### src/rtl/sump_pkg.sv
// Shared SUMP constants and types for the serial command front end.
// Opcodes, long-command framing parameters, FSM encodings and a baud divider helper.
`timescale 1ns/1ps
package sump_pkg;

  localparam logic [7:0] OP_RESET          = 8'h00;
  localparam logic [7:0] OP_RUN            = 8'h01;
  localparam logic [7:0] OP_ID             = 8'h02;
  localparam logic [7:0] OP_SET_DIVIDER    = 8'h80;
  localparam logic [7:0] OP_SET_TRIG_MASK0 = 8'hC0;

  localparam int LONG_FLAG_BIT = 7;
  localparam int ARG_BYTES     = 4;

  typedef enum logic [2:0] {
    RX_IDLE,
    RX_START,
    RX_DATA,
    RX_STOP,
    RX_WAIT_IDLE
  } rx_state_e;

  typedef enum logic {
    FR_OPCODE,
    FR_ARG
  } fr_state_e;

  // Bit period in clock cycles, rounded to nearest.
  function automatic int calc_div(input int clk_freq, input int baud);
    return (clk_freq + baud / 2) / baud;
  endfunction

endpackage

### src/rtl/uart_rx_core.sv
// 8N1 UART receiver: rx synchroniser, bit FSM and baud counter.
// Each byte is timed from its start edge only; bits are sampled mid-period.
`timescale 1ns/1ps
module uart_rx_core
  import sump_pkg::*;
#(
  parameter int CLK_FREQ = 100_000_000,
  parameter int BAUD     = 115200
) (
  input  logic       clock,
  input  logic       reset,
  input  logic       rx,
  output logic       byte_valid,
  output logic [7:0] byte_data,
  output logic       frame_error,
  output logic       busy
);

  localparam int DIV   = calc_div(CLK_FREQ, BAUD);
  localparam int CNT_W = $clog2(DIV);
  // Counter expires on zero, so loads are one less than the wanted interval.
  localparam logic [CNT_W-1:0] HALF_LOAD = CNT_W'(DIV / 2 - 1);
  localparam logic [CNT_W-1:0] BIT_LOAD  = CNT_W'(DIV - 1);

  logic             sync1_q, sync2_q;
  rx_state_e        state_q, state_d;
  logic [CNT_W-1:0] cnt_q, cnt_d;
  logic [2:0]       bit_idx_q, bit_idx_d;
  logic [7:0]       shift_q, shift_d;
  logic             byte_valid_q, byte_valid_d;
  logic             frame_error_q, frame_error_d;

  // NOTE: synchroniser flops reset to idle-high so reset release never looks like a start edge.
  always_ff @(posedge clock) begin
    if (reset) begin
      sync1_q <= 1'b1;
      sync2_q <= 1'b1;
    end else begin
      sync1_q <= rx;
      sync2_q <= sync1_q;
    end
  end

  // NOTE: reset is sampled on the clock edge here; every register is cleared, none are left as don't-care.
  always_ff @(posedge clock) begin
    if (reset) begin
      state_q       <= RX_IDLE;
      cnt_q         <= '0;
      bit_idx_q     <= '0;
      shift_q       <= '0;
      byte_valid_q  <= 1'b0;
      frame_error_q <= 1'b0;
    end else begin
      state_q       <= state_d;
      cnt_q         <= cnt_d;
      bit_idx_q     <= bit_idx_d;
      shift_q       <= shift_d;
      byte_valid_q  <= byte_valid_d;
      frame_error_q <= frame_error_d;
    end
  end

  // NOTE: every signal gets a default before the case so no path can infer a latch.
  always_comb begin
    state_d       = state_q;
    cnt_d         = cnt_q;
    bit_idx_d     = bit_idx_q;
    shift_d       = shift_q;
    byte_valid_d  = 1'b0;
    frame_error_d = 1'b0;

    unique case (state_q)
      RX_IDLE: begin
        if (!sync2_q) begin
          cnt_d   = HALF_LOAD;
          state_d = RX_START;
        end
      end
      RX_START: begin
        if (cnt_q == '0) begin
          if (!sync2_q) begin
            cnt_d     = BIT_LOAD;
            bit_idx_d = '0;
            state_d   = RX_DATA;
          end else begin
            state_d = RX_IDLE;
          end
        end else begin
          cnt_d = cnt_q - 1'b1;
        end
      end
      RX_DATA: begin
        if (cnt_q == '0) begin
          shift_d = {sync2_q, shift_q[7:1]};
          cnt_d   = BIT_LOAD;
          if (bit_idx_q == 3'd7) state_d = RX_STOP;
          else                   bit_idx_d = bit_idx_q + 3'd1;
        end else begin
          cnt_d = cnt_q - 1'b1;
        end
      end
      RX_STOP: begin
        if (cnt_q == '0) begin
          if (sync2_q) begin
            byte_valid_d = 1'b1;
            state_d      = RX_IDLE;
          end else begin
            frame_error_d = 1'b1;
            state_d       = RX_WAIT_IDLE;
          end
        end else begin
          cnt_d = cnt_q - 1'b1;
        end
      end
      RX_WAIT_IDLE: begin
        if (sync2_q) state_d = RX_IDLE;
      end
      default: state_d = RX_IDLE;
    endcase
  end

  assign byte_valid  = byte_valid_q;
  assign byte_data   = shift_q;
  assign frame_error = frame_error_q;
  assign busy        = (state_q != RX_IDLE);

endmodule

### src/rtl/sump_cmd_rx.sv
// SUMP command framer: turns received bytes into one-cycle command strobes.
// Long commands carry four little-endian argument bytes and abort on timeout or frame error.
`timescale 1ns/1ps
module sump_cmd_rx
  import sump_pkg::*;
#(
  parameter int CLK_FREQ     = 100_000_000,
  parameter int BAUD         = 115200,
  parameter int TIMEOUT_BITS = 32
) (
  input  logic        clock,
  input  logic        reset,
  input  logic        rx,
  output logic        cmd_valid,
  output logic [7:0]  cmd_opcode,
  output logic [31:0] cmd_data,
  output logic        frame_error,
  output logic        rx_busy
);

  localparam int DIV         = calc_div(CLK_FREQ, BAUD);
  localparam int TIMEOUT_CYC = TIMEOUT_BITS * DIV;
  localparam int GAP_W       = $clog2(TIMEOUT_CYC);

  logic       byte_valid;
  logic [7:0] byte_data;
  logic       core_busy;

  uart_rx_core #(
    .CLK_FREQ(CLK_FREQ),
    .BAUD    (BAUD)
  ) u_core (
    .clock      (clock),
    .reset      (reset),
    .rx         (rx),
    .byte_valid (byte_valid),
    .byte_data  (byte_data),
    .frame_error(frame_error),
    .busy       (core_busy)
  );

  fr_state_e        state_q, state_d;
  logic [1:0]       arg_idx_q, arg_idx_d;
  logic [7:0]       op_pend_q, op_pend_d;
  logic [31:0]      arg_q, arg_d;
  logic [GAP_W-1:0] gap_q, gap_d;
  logic             valid_q, valid_d;
  logic [7:0]       opcode_q, opcode_d;
  logic [31:0]      data_q, data_d;

  always_ff @(posedge clock) begin
    if (reset) begin
      state_q   <= FR_OPCODE;
      arg_idx_q <= '0;
      op_pend_q <= '0;
      arg_q     <= '0;
      gap_q     <= '0;
      valid_q   <= 1'b0;
      opcode_q  <= '0;
      data_q    <= '0;
    end else begin
      state_q   <= state_d;
      arg_idx_q <= arg_idx_d;
      op_pend_q <= op_pend_d;
      arg_q     <= arg_d;
      gap_q     <= gap_d;
      valid_q   <= valid_d;
      opcode_q  <= opcode_d;
      data_q    <= data_d;
    end
  end

  // Output opcode/data only change on a strobe; a pending long command lives in op_pend/arg.
  always_comb begin
    state_d   = state_q;
    arg_idx_d = arg_idx_q;
    op_pend_d = op_pend_q;
    arg_d     = arg_q;
    gap_d     = '0;
    valid_d   = 1'b0;
    opcode_d  = opcode_q;
    data_d    = data_q;

    unique case (state_q)
      FR_OPCODE: begin
        if (byte_valid) begin
          if (byte_data[LONG_FLAG_BIT]) begin
            op_pend_d = byte_data;
            arg_d     = '0;
            arg_idx_d = '0;
            state_d   = FR_ARG;
          end else begin
            valid_d  = 1'b1;
            opcode_d = byte_data;
            data_d   = '0;
          end
        end
      end
      FR_ARG: begin
        if (frame_error) begin
          state_d = FR_OPCODE;
        end else if (byte_valid) begin
          arg_d[arg_idx_q*8 +: 8] = byte_data;
          if (arg_idx_q == 2'(ARG_BYTES - 1)) begin
            valid_d  = 1'b1;
            opcode_d = op_pend_q;
            data_d   = arg_d;
            state_d  = FR_OPCODE;
          end else begin
            arg_idx_d = arg_idx_q + 2'd1;
          end
        end else if (gap_q == GAP_W'(TIMEOUT_CYC - 1)) begin
          state_d = FR_OPCODE;
        end else begin
          gap_d = gap_q + 1'b1;
        end
      end
      default: state_d = FR_OPCODE;
    endcase
  end

  assign cmd_valid  = valid_q;
  assign cmd_opcode = opcode_q;
  assign cmd_data   = data_q;
  assign rx_busy    = core_busy || (state_q == FR_ARG);

endmodule

### config.mk
export PLATFORM = sky130hd
export DESIGN_NAME = sump_cmd_rx
export DESIGN_NICKNAME = d
export VERILOG_FILES = /design/src/rtl/sump_pkg.sv /design/src/rtl/uart_rx_core.sv /design/src/rtl/sump_cmd_rx.sv
export SDC_FILE = /design/constraint.sdc
export NUM_CORES = 1
export LEC_CHECK = 0
export CAP_MARGIN = 20
export CORE_AREA = 3 3 105 107
export DETAILED_ROUTE_END_ITERATION = 10
export DIE_AREA = 0 0 108 110
export DONT_BUFFER_PORTS = 1
export HOLD_SLACK_MARGIN = 0.05
export PLACE_DENSITY = 0.68
export SKIP_CTS_REPAIR_TIMING = 1
export SLEW_MARGIN = 10
export SYNTH_ARGS = -nofsm -noshare
export SYNTH_HDL_FRONTEND = slang
export SYNTH_SLANG_ARGS = --single-unit
### constraint.sdc
create_clock -name clock -period 2.8 [get_ports clock]
set_clock_uncertainty 0.05 [all_clocks]
set_input_delay 0.7 -clock clock [delete_from_list [all_inputs] [get_ports clock]]
set_output_delay 0.7 -clock clock [all_outputs]
set_load 0.03 [all_outputs]
==> summary.txt, run 1 <==
Status -> finished clean
Final WL -> 12400 microns
Most common library cell in the layout ignoring fill and taps -> dfxtp_1
Final Max Slew Viols -> 0
Gr usage total -> 0.213
Fin worst setup slack -> 0.492 ns
Unrepaired setup endpoints after global routing -> no
Worst path bufs/invs -> 1
CP max stage cell -> or4b_4
RePlAce Congestion -> 0.890
Synthesized area per cell -> 8.20 sq um
Vias per inst -> 5.63
Critical path type -> reg2reg
Top FF cell, synth -> dfxtp_1
Via Count -> 4531
HP Class -> in2reg
Synth Net Count -> 686
Final setup fails -> 0
Syn Inst Count -> 672
Die Ht -> 110 microns
Cells after DPL -> 774
Die width -> 108 microns
Antenna viol nets, final -> 0
DRC viols -> 0
Asr flop ratio synth -> 0
HPWL Detailed -> 8160 microns
CTS Buf Count -> 17
Placeable Area -> 10200 sq um
Port Buffer Count -> 0
Row count -> 37
Hold Fails Final Rpt -> 0
Initial Util -> 0.538
CTS root buf -> clkbuf_8
H-tree Lvls -> 4
Initial antenna violation count -> 0
Pre-CTS setup slack -> 0.523 ns
Leakage -> 2.15 nW
Die area -> 11900 sq um
TritonRoute pass-1 iters -> 5
Minimum hold slack -> 0.225 ns
Max Cap Violations -> 0
Highest clock rate -> 0.433 GHz
CTS Buffer Depth -> 2
Worst-path cell chain -> inv_1 -> ha_1 -> or4b_4 -> or2_2 -> nor4_1 -> o21ai_0 -> a221oi_1
1st-iter DRT viols -> 318
Yosys top cell area share -> 0.462
Total gr overflow -> 0
PwrDens -> 677 nW/um^2
Slew headroom -> 0.500
Largest net degree at the start of global routing -> 113
Setup crit start kind -> flip-flop
Critical Path RT -> 3.17 ns
Area leader, netlist -> dfxtp_1
Leading cell types in the layout, fill and taps excluded -> dfxtp_1 (127), nor2_1 (118), a22oi_1 (63), nand2_1 (60), inv_1 (42)
Critical path fanouts, max -> 7
# diodes -> 0
Finished Layout Cells -> 805
Mapped cell area -> 5510 sq um
Synth area leaders -> dfxtp_1 (46%), a22oi_1 (8.6%), nor2_1 (8.1%)
Max stage delay on crit path -> 0.51 ns
Routed wire per std cell -> 15.5 microns
Arr. time, crit path -> 2.68 ns
Seq/Total Area, Yosys -> 0.462
Ratio of cells with drive above 1 in the final layout -> 0.0807
Number of synthesized register bits -> 127
Yosys cell types -> 46
Final Cycle Share -> 0.824
Area growth from synthesis to layout -> 12.3%
First-pass GRT wire length -> 19900 microns
Final setup TNS -> 0 ns
CTS clk-pin slew, worst paths -> 0.06 ns
Critical Path End Type -> flip-flop
Slew @ Worst Pin -> 0.747 ns
Clock Sinks -> 127
Io pins -> 46
CTS tree -> built
Layout Utilization -> 0.605
Cell family with most CP delay -> simple AND/OR/NAND/NOR gates
Final nets -> 671
Number of global-route vias before repair -> 4160
Period minus WS final -> 2.31 ns
Clock latency on the worst-skew pair -> 0.51 ns
Synthesis Warnings -> 0
EDFF count, synth -> 0
VDD IR max -> 0.425 mV
## synthesized netlist by cell type (all sizes together), types with 9 or more instances
cell,count
nor2,119
ha,11
o21ai,41
inv,42
clkbuf,46
nor3,9
dfxtp,127
a22oi,63
nand2,60
a211oi,11
a21oi,24
nand3,16
xnor2,10
mux2i,15
## where the power goes
part / internal [W] / leakage [nW] / switching, W / total (W)
clock network: 0.00140 / 0.276 / 0.000733 / 0.00213
registers: 0.00182 / 1.02 / 0.0000240 / 0.00185
logic: 0.0000820 / 0.854 / 0.000127 / 0.000209
total: 0.00330 / 2.15 / 0.000885 / 0.00419
## layout make-up
cell class / count / area (sq um)
multi-input combinational: 454 / 2630
tap: 136 / 170
fill: 910 / 4050
clock inverter: 6 / 108
timing repair buffer: 15 / 113
clock buffer: 25 / 464
inverter: 42 / 158
sequential: 127 / 2540
## worst paths after layout
| check | end | from | slack (ns) | cells after the start |
|---|---|---|---|---|
| worst max-delay path | u_core.cnt_q[9] | u_core.cnt_q[0] | 0.49 | 7 |
| worst min-delay path | u_core.cnt_q[2] | reset | 0.23 | 1 |
| worst max register to register | u_core.cnt_q[9] | u_core.cnt_q[0] | 0.49 | 7 |
| worst min register to register | u_core.sync2_q | u_core.sync1_q | 0.37 | 1 |
## cell families after synthesis
logic type	share of synthesized area
DFF	0.462
adders and majority gates	0.0250
and+or+nand+nor	0.218
xor gates and xnor gates	0.0223
buffers and inverters	0.0622
AOI/OAI and AO/OA	0.184
muxes	0.0273
## layer usage
layer / share of wire / GRT usage
met1: 0.45 / 0.275
met2: 0.49 / 0.342
met3: 0.053 / 0.0664
met4: 0.0080 / 0.0667
met5: 0 / 0
## flip-flops by register name, indices dropped and copies added, names as in the netlist
signal,count
arg_idx_q,2
u_core.sync2_q,1
u_core.frame_error,1
cmd_data,32
u_core.cnt_q,10
u_core.bit_idx_q,3
cmd_opcode,8
op_pend_q,8
u_core.state_q,3
u_core.sync1_q,1
state_q,1
cmd_valid,1
gap_q,15
u_core.byte_data,8
arg_q,32
u_core.byte_valid,1
## through the flow
stage	cell area, sq um	total power (W)
2_1_floorplan	5510	0.00207
3_3_place_gp	5610	0.00209
3_5_place_dp	5610	0.00209
4_1_cts	6180	0.00422
5_1_grt	6180	0.00433
6_report	6180	0.00419
Note: power is estimated with default switching activity, not from simulation.
==> run 2, diff against run 1 <==
--- a/config.mk
+++ b/config.mk
@@ -11,7 +11,7 @@
 export DIE_AREA = 0 0 108 110
 export DONT_BUFFER_PORTS = 1
 export HOLD_SLACK_MARGIN = 0.05
-export PLACE_DENSITY = 0.68
+export PLACE_DENSITY = 0.7
 export SKIP_CTS_REPAIR_TIMING = 1
 export SLEW_MARGIN = 10
 export SYNTH_ARGS = -nofsm -noshare
==> constraint.sdc (replaced) <==
create_clock -name clock -period 1.9 [get_ports clock]
set_clock_uncertainty 0.05 [all_clocks]
set_input_delay 0.475 -clock clock [delete_from_list [all_inputs] [get_ports clock]]
set_output_delay 0.475 -clock clock [all_outputs]
set_load 0.03 [all_outputs]
==> run 2 against run 1 <==
The run now ends with hold timing, setup timing left. Final cell count is 6.1% higher. Via count increased by 6.5%. Non-clock buffer count increased by 47. Critical path depth up 1. Sequential cell count stayed put. Setup slack lost 0.70 ns. Global-route usage rose by 1.1 points. Sequential share of layout area is 4.1 points lower. Wire length increased by 6.9%. Power grew 53%. Critical path type unchanged.
==> summary.txt, run 2 (synthesized netlist as in run 1, its figures left out) <==
CTS root buf -> clkbuf_8
Antenna viol nets, final -> 0 (unchanged)
Critical R2R Launch -> u_core.cnt_q[0]
RePlAce Congestion -> 0.890 (about the same)
Cells after DPL -> 807 (+4.3%)
Top sig layer -> met4
Max Cap Violations -> 0 (unchanged)
First-pass GRT wire length -> 21100 microns (+6.5%)
Hold Fails Final Rpt -> 7 (+7)
Row count -> 37 (unchanged)
Setup crit start kind -> flip-flop
CTS Buffer Depth -> 2 (unchanged)
Slew headroom -> 0.625 (+0.125)
Final WL -> 13300 microns (+6.9%)
Period minus WS final -> 2.11 ns (-0.202 ns)
CTS tree -> built
Clock latency on the worst-skew pair -> 0.52 ns (about the same)
Die Ht -> 110 microns (unchanged)
HP Class -> in2reg
Area growth from synthesis to layout -> 25.1%
Status -> finished with violations
Minimum setup slack among reg-to-reg paths -> -0.21 ns (-0.70 ns)
# diodes -> 0 (unchanged)
Slew @ Worst Pin -> 0.558 ns (-0.188 ns)
Worst hold start -> reset
Arr. time, crit path -> 2.49 ns (-0.19 ns)
Unrepaired setup endpoints after global routing -> yes
HPWL Detailed -> 8550 microns (+4.8%)
Critical path type -> reg2reg
DRC viols -> 0 (unchanged)
Met3 WL post-DR -> 752 microns (+14%)
CTS Buf Count -> 17 (unchanged)
Final Max Slew Viols -> 0 (unchanged)
Finished Layout Cells -> 854 (+6.1%)
Total gr overflow -> 0 (unchanged)
CTS clk-pin slew, worst paths -> 0.06 ns (about the same)
Routed wire per std cell -> 15.6 microns (+0.78%)
Vias per inst -> 5.65 (+0.42%)
Hold Path Depth -> 1 (unchanged)
R2R depth -> 8 (+1)
Highest clock rate -> 0.475 GHz (+9.6%)
Initial antenna violation count -> 0 (unchanged)
Gr usage total -> 0.224 (+0.0111)
Initial Util -> 0.538 (unchanged)
Port Buffer Count -> 0 (unchanged)
Critical Path End Type -> flip-flop
Via Count -> 4827 (+6.5%)
Worst reg2reg endpoint -> u_core.cnt_q[2]
Hold Crit Endpoint -> u_core.cnt_q[7]
Number of global-route vias before repair -> 4519 (+8.6%)
1st-iter DRT viols -> 393 (+24%)
Leakage -> 2.44 nW (+13%)
Die width -> 108 microns (unchanged)
Fin worst setup slack -> -0.205 ns (-0.698 ns)
Metal2 WL -> 6350 microns (+4.9%)
Clock Sinks -> 127 (unchanged)
H-tree Lvls -> 4 (unchanged)
Most common library cell in the layout ignoring fill and taps -> dfxtp_1
Final nets -> 719 (+7.2%)
VDD IR max -> 0.541 mV (+27%)
Metal-1 WL -> 5970 microns (+6.0%)
Final setup fails -> 25 (+25)
Final Cycle Share -> 1.11 (+0.284)
Ratio of cells with drive above 1 in the final layout -> 0.219 (+0.138)
Failing checks -> hold timing, setup timing
Io pins -> 46 (unchanged)
Final setup TNS -> -2.27 ns (-2.27 ns)
TritonRoute pass-1 iters -> 5 (unchanged)
Pre-CTS setup slack -> -0.183 ns (-0.705 ns)
Die area -> 11900 sq um (unchanged)
Minimum hold slack -> -0.0244 ns (-0.250 ns)
PwrDens -> 930 nW/um^2 (+37%)
Largest net degree at the start of global routing -> 113 (unchanged)
Critical path fanouts, max -> 5 (-2)
Placeable Area -> 10200 sq um (unchanged)
Critical Path RT -> 2.29 ns (-0.88 ns)
Leading cell types in the layout, fill and taps excluded -> dfxtp_1 (121), nor2_1 (113), a22oi_1 (63), nand2_1 (50), buf_4 (49)
-- run 2: cell types whose count changed in the layout (fill, tap and decap cells not counted), moves of 7 or more --
cell	before	now
buf_4	15	49
buf_6	0	7
nand2_1	60	50
nand2_2	0	8
o21ai_0	39	30
-- run 2: worst max path at each step --
stage               startpoint                   to
2_1_floorplan  u_core.cnt_q[0]  u_core.bit_idx_q[0]
3_3_place_gp   u_core.cnt_q[0]      u_core.cnt_q[2]
3_5_place_dp   u_core.cnt_q[0]      u_core.cnt_q[9]
4_1_cts        u_core.cnt_q[0]      u_core.cnt_q[2]
5_1_grt        u_core.cnt_q[0]      u_core.cnt_q[2]
6_report       u_core.cnt_q[0]      u_core.cnt_q[2]
-- run 2: layout make-up --
| class | instances | area [sq um] |
|---|---|---|
| timing repair buffer | 62 | 527 |
| clock inverter | 13 | 128 |
| clock buffer | 19 | 432 |
| sequential | 127 | 2550 |
| tap | 136 | 170 |
| multi-input combinational | 455 | 2930 |
| fill | 806 | 3340 |
| inverter | 42 | 158 |
-- run 2: routing by layer --
layer,vias to the layer above,track usage
met4,0,0.0857
li1,2386,-
met2,144,0.366
met1,2274,0.291
met5,-,0
met3,23,0.0489
-- run 2: stage by stage --
stage / instance area, sq um / util / power, W
after global routing: 6890 / 0.674 / 0.00662
after detailed placement: 5890 / 0.576 / 0.00317
after CTS: 6450 / 0.631 / 0.00621
after global placement: 5890 / 0.576 / 0.00317
after floorplan: 5520 / - / 0.00305
final: 6890 / 0.674 / 0.00641
-- run 2: worst max-delay path, cell delays in order (launching register included) --
cell and delay (ns):
dfxtp_2 0.32, inv_2 0.05, ha_1 0.12, or4b_4 0.49, buf_6 0.16, o31ai_4 0.28
a31oi_4 0.20, nand2b_4 0.18, a31oi_1 0.17
-- run 2: report_power, final --
group / switching [W] / internal, W
clock network: 0.00125 / 0.00180
logic: 0.000319 / 0.000337
registers: 0.0000190 / 0.00269
total: 0.00159 / 0.00482
